File: src/rtl/adder_pkg.sv
// adder_pkg: shared op type and full-adder
// helper for the pipelined ripple adder.
package adder_pkg;

  typedef enum logic {OP_ADD, OP_SUB} op_e;

  // returns {carry, sum}
  function automatic logic [1:0] fa_bit(
    input logic a,
    input logic b,
    input logic c
  );
    return {(a & b) | (c & (a ^ b)), a ^ b ^ c};
  endfunction

endpackage

File: src/rtl/rca_segment.sv
// rca_segment: combinational SW-bit ripple chain.
// a,b,cin -> sum,cout; msb_c_in = carry into top bit.
module rca_segment
  import adder_pkg::*;
#(
  parameter int SW = 8
) (
  input  logic [SW-1:0] a,
  input  logic [SW-1:0] b,
  input  logic          cin,
  output logic [SW-1:0] sum,
  output logic          cout,
  output logic          msb_c_in
);

  logic [SW:0] c;

  always_comb begin
    c    = '0;
    sum  = '0;
    c[0] = cin;
    for (int i = 0; i < SW; i++) begin
      {c[i+1], sum[i]} = fa_bit(a[i], b[i], c[i]);
    end
  end

  assign cout     = c[SW];
  assign msb_c_in = c[SW-1];

endmodule

File: src/rtl/pipelined_ripple_adder.sv
// pipelined_ripple_adder: NSEG-stage ripple add/sub
// with valid/ready on in_* and out_* sides.
module pipelined_ripple_adder
  import adder_pkg::*;
#(
  parameter int WIDTH = 32,
  parameter int NSEG  = 4
) (
  input  logic             clk,
  input  logic             rst_n,
  input  logic             in_valid,
  output logic             in_ready,
  input  logic [WIDTH-1:0] in_a,
  input  logic [WIDTH-1:0] in_b,
  input  logic             in_cin,
  input  op_e              in_op,
  output logic             out_valid,
  input  logic             out_ready,
  output logic [WIDTH-1:0] out_sum,
  output logic             out_cout,
  output logic             out_ovf
);

  localparam int SW = WIDTH / NSEG;
  localparam int L  = NSEG - 1;

  if (NSEG < 1 || NSEG > WIDTH ||
      (WIDTH % NSEG) != 0) begin : g_bad
    $error("WIDTH must be a multiple of NSEG");
  end

  logic             adv;
  logic [WIDTH-1:0] b_eff;
  logic             c_eff;

  // stage k register set; the last stage
  // writes out_* instead
  logic             vq [NSEG];
  logic             cq [NSEG];
  logic [WIDTH-1:0] aq [NSEG];
  logic [WIDTH-1:0] bq [NSEG];

  logic             vn [NSEG];
  logic             cn [NSEG];
  logic [WIDTH-1:0] an [NSEG];
  logic [WIDTH-1:0] bn [NSEG];
  logic             mc [NSEG];
  logic             ovfn;

  assign adv      = !out_valid || out_ready;
  assign in_ready = adv;

  assign b_eff = (in_op == OP_SUB) ? ~in_b : in_b;
  assign c_eff = (in_op == OP_SUB) ? 1'b1 : in_cin;

  for (genvar k = 0; k < NSEG; k++) begin : g_stg
    // aq keeps finished sum bits below the
    // segment and untouched A bits above it
    localparam logic [WIDTH-1:0] MSK =
      WIDTH'({SW{1'b1}}) << (k * SW);

    logic [WIDTH-1:0] a_s;
    logic [WIDTH-1:0] b_s;
    logic             c_s;
    logic             v_s;
    logic [SW-1:0]    s;

    if (k == 0) begin : g_src
      assign a_s = in_a;
      assign b_s = b_eff;
      assign c_s = c_eff;
      assign v_s = in_valid;
    end else begin : g_src
      assign a_s = aq[k-1];
      assign b_s = bq[k-1];
      assign c_s = cq[k-1];
      assign v_s = vq[k-1];
    end

    rca_segment #(.SW(SW)) u_seg (
      .a        (a_s[k*SW +: SW]),
      .b        (b_s[k*SW +: SW]),
      .cin      (c_s),
      .sum      (s),
      .cout     (cn[k]),
      .msb_c_in (mc[k])
    );

    assign an[k] = (a_s & ~MSK) |
                   (WIDTH'(s) << (k * SW));
    assign bn[k] = b_s;
    assign vn[k] = v_s;

    if (k == L) begin : g_ovf
      assign ovfn =
        (a_s[WIDTH-1] == b_s[WIDTH-1]) &&
        (s[SW-1] != a_s[WIDTH-1]);
    end
  end

  // msb rule must agree with carry-in/out xor
  a_ovf: assert property (
    @(posedge clk) disable iff (!rst_n)
    (adv && vn[L]) |-> (ovfn == (cn[L] ^ mc[L]))
  );

  always_ff @(posedge clk or negedge rst_n) begin
    if (!rst_n) begin
      for (int k = 0; k < NSEG; k++) begin
        vq[k] <= 1'b0;
        cq[k] <= 1'b0;
        aq[k] <= '0;
        bq[k] <= '0;
      end
      out_valid <= 1'b0;
      out_sum   <= '0;
      out_cout  <= 1'b0;
      out_ovf   <= 1'b0;
    end else if (adv) begin
      for (int k = 0; k < L; k++) begin
        vq[k] <= vn[k];
        cq[k] <= cn[k];
        aq[k] <= an[k];
        bq[k] <= bn[k];
      end
      out_valid <= vn[L];
      out_sum   <= an[L];
      out_cout  <= cn[L];
      out_ovf   <= ovfn;
    end
  end

endmodule

File: config.mk
export PLATFORM = sky130hd
export DESIGN_NAME = pipelined_ripple_adder
export DESIGN_NICKNAME = d
export VERILOG_FILES = /design/src/rtl/adder_pkg.sv /design/src/rtl/rca_segment.sv /design/src/rtl/pipelined_ripple_adder.sv
export SDC_FILE = /design/constraint.sdc
export NUM_CORES = 1
export LEC_CHECK = 0
export ABC_AREA = 1
export CAP_MARGIN = 20
export CORE_MARGIN = 4
export CORE_UTILIZATION = 55
export DETAILED_ROUTE_END_ITERATION = 8
export PLACE_DENSITY = 0.88
export REMOVE_ABC_BUFFERS = 1
export SKIP_CTS_REPAIR_TIMING = 1
export SLEW_MARGIN = 5
export SYNTH_ARGS = -nofsm -noshare
export SYNTH_HDL_FRONTEND = slang
export SYNTH_SLANG_ARGS = --single-unit
File: constraint.sdc
create_clock -name clk -period 4.8 [get_ports clk]
set_input_delay 0.96 -clock clk [delete_from_list [all_inputs] [get_ports clk]]
set_output_delay 0.96 -clock clk [all_outputs]
set_load 0.005 [all_outputs]
==> results of run 1 <==
state kept, by name, summed over array words and instances (netlist names):
register,cells
g_stg.a_s,96
g_stg.b_s,48
out_sum,32
g_stg.c_s,3
g_stg.v_s,3
out_cout,1
out_ovf,1
out_valid,1
Yosys cell counts, drive strengths merged:
master  instances  area, sq um
inv            71          267
or2            15         93.8
ha              1         12.5
nand3          24          120
dfrtp         185         4630
fa             32          641
nor2            2         15.0
xnor2           7         61.3
clkinv          1         3.75
nand2         390         1470
buf            37          299
clkbuf          8         30.0
xor2            2         17.5
o21ai          87          435
logic make-up (layout without fill, tap and decap cells):
kind of cell    after synthesis  after routing  share of synthesized area
xor+xnor                      9              9                    0.00974
flops                       185            185                      0.572
fa+ha+maj                    33             33                     0.0807
simple gates                431            431                      0.210
buf+inv                     117            217                     0.0741
compound gates               87             87                     0.0538
power breakdown:
group	internal, mW	switching, mW
Sequential	2.25	0.368
Clock	1.00	0.574
Combinational	0.883	1.04
routing by layer:
metal / up-vias / wire length, microns
met5: - / 0
met4: 0 / 148
met3: 10 / 556
met2: 88 / 7510
met1: 2639 / 6600
li1: 2791 / -
worst max-delay path: stages:
cell and delay [ns]:
clkdlybuf4s50_1 0.47, xor2_1 0.18, fa_1 0.20, inv_1 0.05
fa_1 0.40, fa_1 0.39, fa_1 0.39, fa_1 0.42
fa_1 0.40, fa_1 0.38, inv_1 0.07, fa_1 0.40
nand2_1 0.07, nand2_1 0.06
layout make-up:
cell class | count | area share
clock buffer | 20 | 0.0465
clock inverter | 12 | 0.0224
inverter | 72 | 0.0275
multi-input combinational | 560 | 0.293
sequential | 185 | 0.472
tap | 184 | 0.0234
timing repair buffer | 113 | 0.116
how the worst max path moves through the flow:
stage	to	slack (ns)	depth (start not counted)
2_1_floorplan	g_stg[1].a_s[7]	0.47	13
4_1_cts	g_stg[1].a_s[7]	0.24	14
6_report	g_stg[1].a_s[7]	0.26	14
3_3_place_gp	g_stg[1].a_s[7]	-0.07	14
5_1_grt	g_stg[1].a_s[7]	0.16	14
3_5_place_dp	g_stg[1].a_s[7]	-0.21	14
==> results.yml, run 1 <==
outcome:
  status: "finished clean"
power_and_ir_drop:
  power.leakage_nw: 4.89
  power_mw: 6.12
  peakVddDrop_uv: 329
  power_density_nw_per_um2: 623
global_route:
  grt_max_degree: 122
  grt_pass1_wl_mm: 25.8
  antenna_found_initial: 0
  grt_pass1_vias: 5495
  gr-total-overflow: 0
  grt_util_met1: 0.259
  grt_usage: 0.195
  met3_usage: 0.0540
  use_met2: 0.318
  grt_most_used_layer: "met2"
clocking:
  cts.path.max_buffers: 2
  clock_latency_ns: 0.42
  clk_pin_slew_ns: 0.06
  cts_buffers: 17
  cts_root_buf: "clkbuf_16"
  cts_tree: "yes"
  cts_sinks: 185
  cts.htree.levels: 4
worst_hold_path:
  min_to: "out_valid"
  whs_path_depth: 2
  min-delay-start: "g_stg[3].v_s"
  hold_class: "flip-flop to flip-flop"
sta:
  period_share: 0.946
  maxSlewViolCount: 0
  tns_ns: 0
  setup_violations: 0
  slew_headroom: 0.380
  worstMarginPinSlew_ns: 0.930
  rsz0062_at_grt: "no"
  whs_ns: 0.449
  hold_viol: 0
  fin_ws_ns: 0.257
  fmaxAchievable_mhz: 220
  period_needed_ns: 4.54
  fin_skew_ns: 0.00948
layout:
  ff_latch_area_sq_um: 4630
  layout_commonest_cell: "nand2_1"
  stdcell_count: 1146
  fin_util: 0.678
  fillCellCount: 1141
  antenna_cells: 0
  design_area_sq_um: 9820
  drive_gt1_frac: 0.0613
  multi_input_area_sq_um: 2880
  most-common-layout-cells: "389 x nand2_1, 185 x dfrtp_1, 103 x clkdlybuf4s50_1"
  area_growth_pct: 21.3
  fin_nets: 1052
worst_setup_path:
  arrival_ns: 4.85
  r2r_cells: 14
  cp.required_ns: 5.11
  path_class: "primary input to flip-flop"
  r2r_end: "out_ovf"
  worstReg2RegStart: "g_stg[3].a_s[24]"
  crit_fanout: 1
  cp-end-kind: "flip-flop"
  crit_start: "in_b[0]"
  startpoint_type: "primary input"
  r2r_slack_ns: 0.87
placement:
  place_ws_ns: -0.211
  place_congestion: 0.779
  io_buffers: 105
  placed_area_sq_um: 9140
  dp_hpwl_mm: 9.52
  dp_cells: 1114
drt:
  drc: 0
  wl_mm: 14.8
  vias_per_cell: 4.82
  firstDrtPassIters: 5
  dr_total_vias: 5528
  dr.first_iter.drc_count: 393
  routedWlPerCell_microns: 12.9
  ant_nets: 0
floorplanning:
  die_w_microns: 129
  start_util: 0.559
  fp-row-count: 44
  coreArea_sq_um: 14500
  die-area_sq_um: 16700
  floorplan.die.height_microns: 129
  ioPinCount: 106
synthesis:
  mappedNetlistArea_sq_um: 8090
  yosysWarnings: 0
  synth-seq-cells: 185
  synth.avg_cell_area_sq_um: 9.39
  ys_types: 20
  synth_cells: 862
  synth-seq-area-share: 0.572
run:
  drv_cap: 0
Power figures use the tool's default switching activity.
==> run 2: changes to the inputs <==
Clock period 4.8 ns to 5 ns, I/O delays scaled along.
==> results.yml, run 2 (synthesized netlist as in run 1, its figures left out) <==
floorplanning:
  die-area_sq_um: 16700
  floorplan.die.height_microns: 129
  start_util: 0.559
  coreArea_sq_um: 14500
  fp-row-count: 44
  ioPinCount: 106
  die_w_microns: 129
layout:
  area_growth_pct: 19.6
  fin_nets: 1049
  most-common-layout-cells: "389 x nand2_1, 185 x dfrtp_1, 103 x clkdlybuf4s50_1"
  fillCellCount: 1104
  antenna_cells: 0
  drive_gt1_frac: 0.0563
  largest_reg_flops: 96
  layout_commonest_cell: "nand2_1"
outcome:
  status: "finished clean"
worst_setup_path:
  worst_path_most_repeated_cell: "fa_1"
  startpoint_type: "primary input"
  cp_cell_sequence: "clkdlybuf4s50_1 -> xor2_1 -> fa_1 -> inv_1 -> fa_1 -> fa_1 -> fa_1 -> fa_1 -> fa_1 -> fa_1 -> inv_1 -> fa_1 -> nand2_1 -> nand2_1"
  arrival_ns: 4.82
  cp-end-kind: "flip-flop"
  cp.required_ns: 5.31
  crit_fanout: 1
  slowest_delay_ns: 0.47
  slowest_stage: "clkdlybuf4s50_1"
  path_class: "primary input to flip-flop"
sta:
  slew_headroom: 0.381
  setup_violations: 0
  tns_ns: 0
  period_needed_ns: 4.51
  fin_ws_ns: 0.490
  hold_viol: 0
  rsz0062_at_grt: "no"
  period_share: 0.902
  fmaxAchievable_mhz: 222
  maxSlewViolCount: 0
  fin_skew_ns: 0.0125
  worstMarginPinSlew_ns: 0.928
run:
  drv_cap: 0
drt:
  ant_nets: 0
  vias_per_cell: 4.88
  dr.first_iter.drc_count: 397
  firstDrtPassIters: 4
  wl_mm: 14.8
  drc: 0
  dr_total_vias: 5574
  routedWlPerCell_microns: 13.0
power_and_ir_drop:
  peakVddDrop_uv: 322
  power.leakage_nw: 4.80
  power_density_nw_per_um2: 582
clocking:
  cts.htree.levels: 4
  clk_pin_slew_ns: 0.06
  clock_latency_ns: 0.42
  cts_sinks: 185
  cts.path.max_buffers: 2
  cts_tree: "yes"
  cts_root_buf: "clkbuf_16"
  cts_buffers: 17
placement:
  place_congestion: 0.758
  place_ws_ns: 0.0158
  dp_hpwl_mm: 9.40
  io_buffers: 105
global_route:
  grt_usage: 0.189
  gr-total-overflow: 0
  antenna_found_initial: 0
  grt_pass1_vias: 5488
  grt_max_degree: 187
  grt_pass1_wl_mm: 25.2
worst_hold_path:
  hold_class: "flip-flop to flip-flop"
-- run 2: area by class of cell --
type	instances	area, sq um	share of cell area
Clock buffer	22	464	0.0480
Inverter	72	270	0.0279
Timing Repair Buffer	110	1110	0.115
Multi-Input combinational cell	560	2880	0.297
Tap cell	184	230	0.0238
Clock inverter	10	93.8	0.00970
Sequential cell	185	4630	0.478
-- run 2: worst paths after layout --
check                            startpoint          endpoint  slack, ns  cells past startpoint
max                                 in_b[0]   g_stg[1].a_s[7]       0.49                     14
min                            g_stg[3].v_s         out_valid       0.46                      2
max reg2reg                g_stg[3].a_s[24]           out_ovf       1.11                     14
min reg2reg                    g_stg[3].v_s         out_valid       0.46                      2
max in group asynchronous             rst_n  g_stg[2].a_s[29]       3.43                      2
min in group asynchronous             rst_n      g_stg[1].v_s       0.59                      1
-- run 2: power by group --
part           internal (mW)  leakage (nW)  switching (mW)
Combinational          0.848          2.31            1.00
Sequential              2.16          2.24           0.357
Clock                  0.712         0.255           0.551
-- run 2: through the flow --
stage	utilization	std cells	total power [mW]	cell area, sq um	hold slack [ns]
after CTS	0.668	1143	5.71	9680	0.462
after floorplan	-	817	3.66	7760	0.420
after detailed placement	0.630	1111	4.41	9120	0.448
after global routing	0.668	1143	6.13	9680	0.491
after global placement	0.630	1111	4.27	9120	0.433
final	0.668	1143	5.63	9680	0.457
-- run 2: worst max-delay path, delay by kind of cell --
family,cells,cell delay (ns)
xor+xnor,1,0.18
simple gates,2,0.14
fa+ha+maj,8,2.92
buf+inv,3,0.60
-- run 2: routing by layer --
layer,GRT usage,part of all wire
met1,0.256,0.45
met2,0.304,0.49
met3,0.0453,0.039
met4,0.0649,0.020
met5,0,0
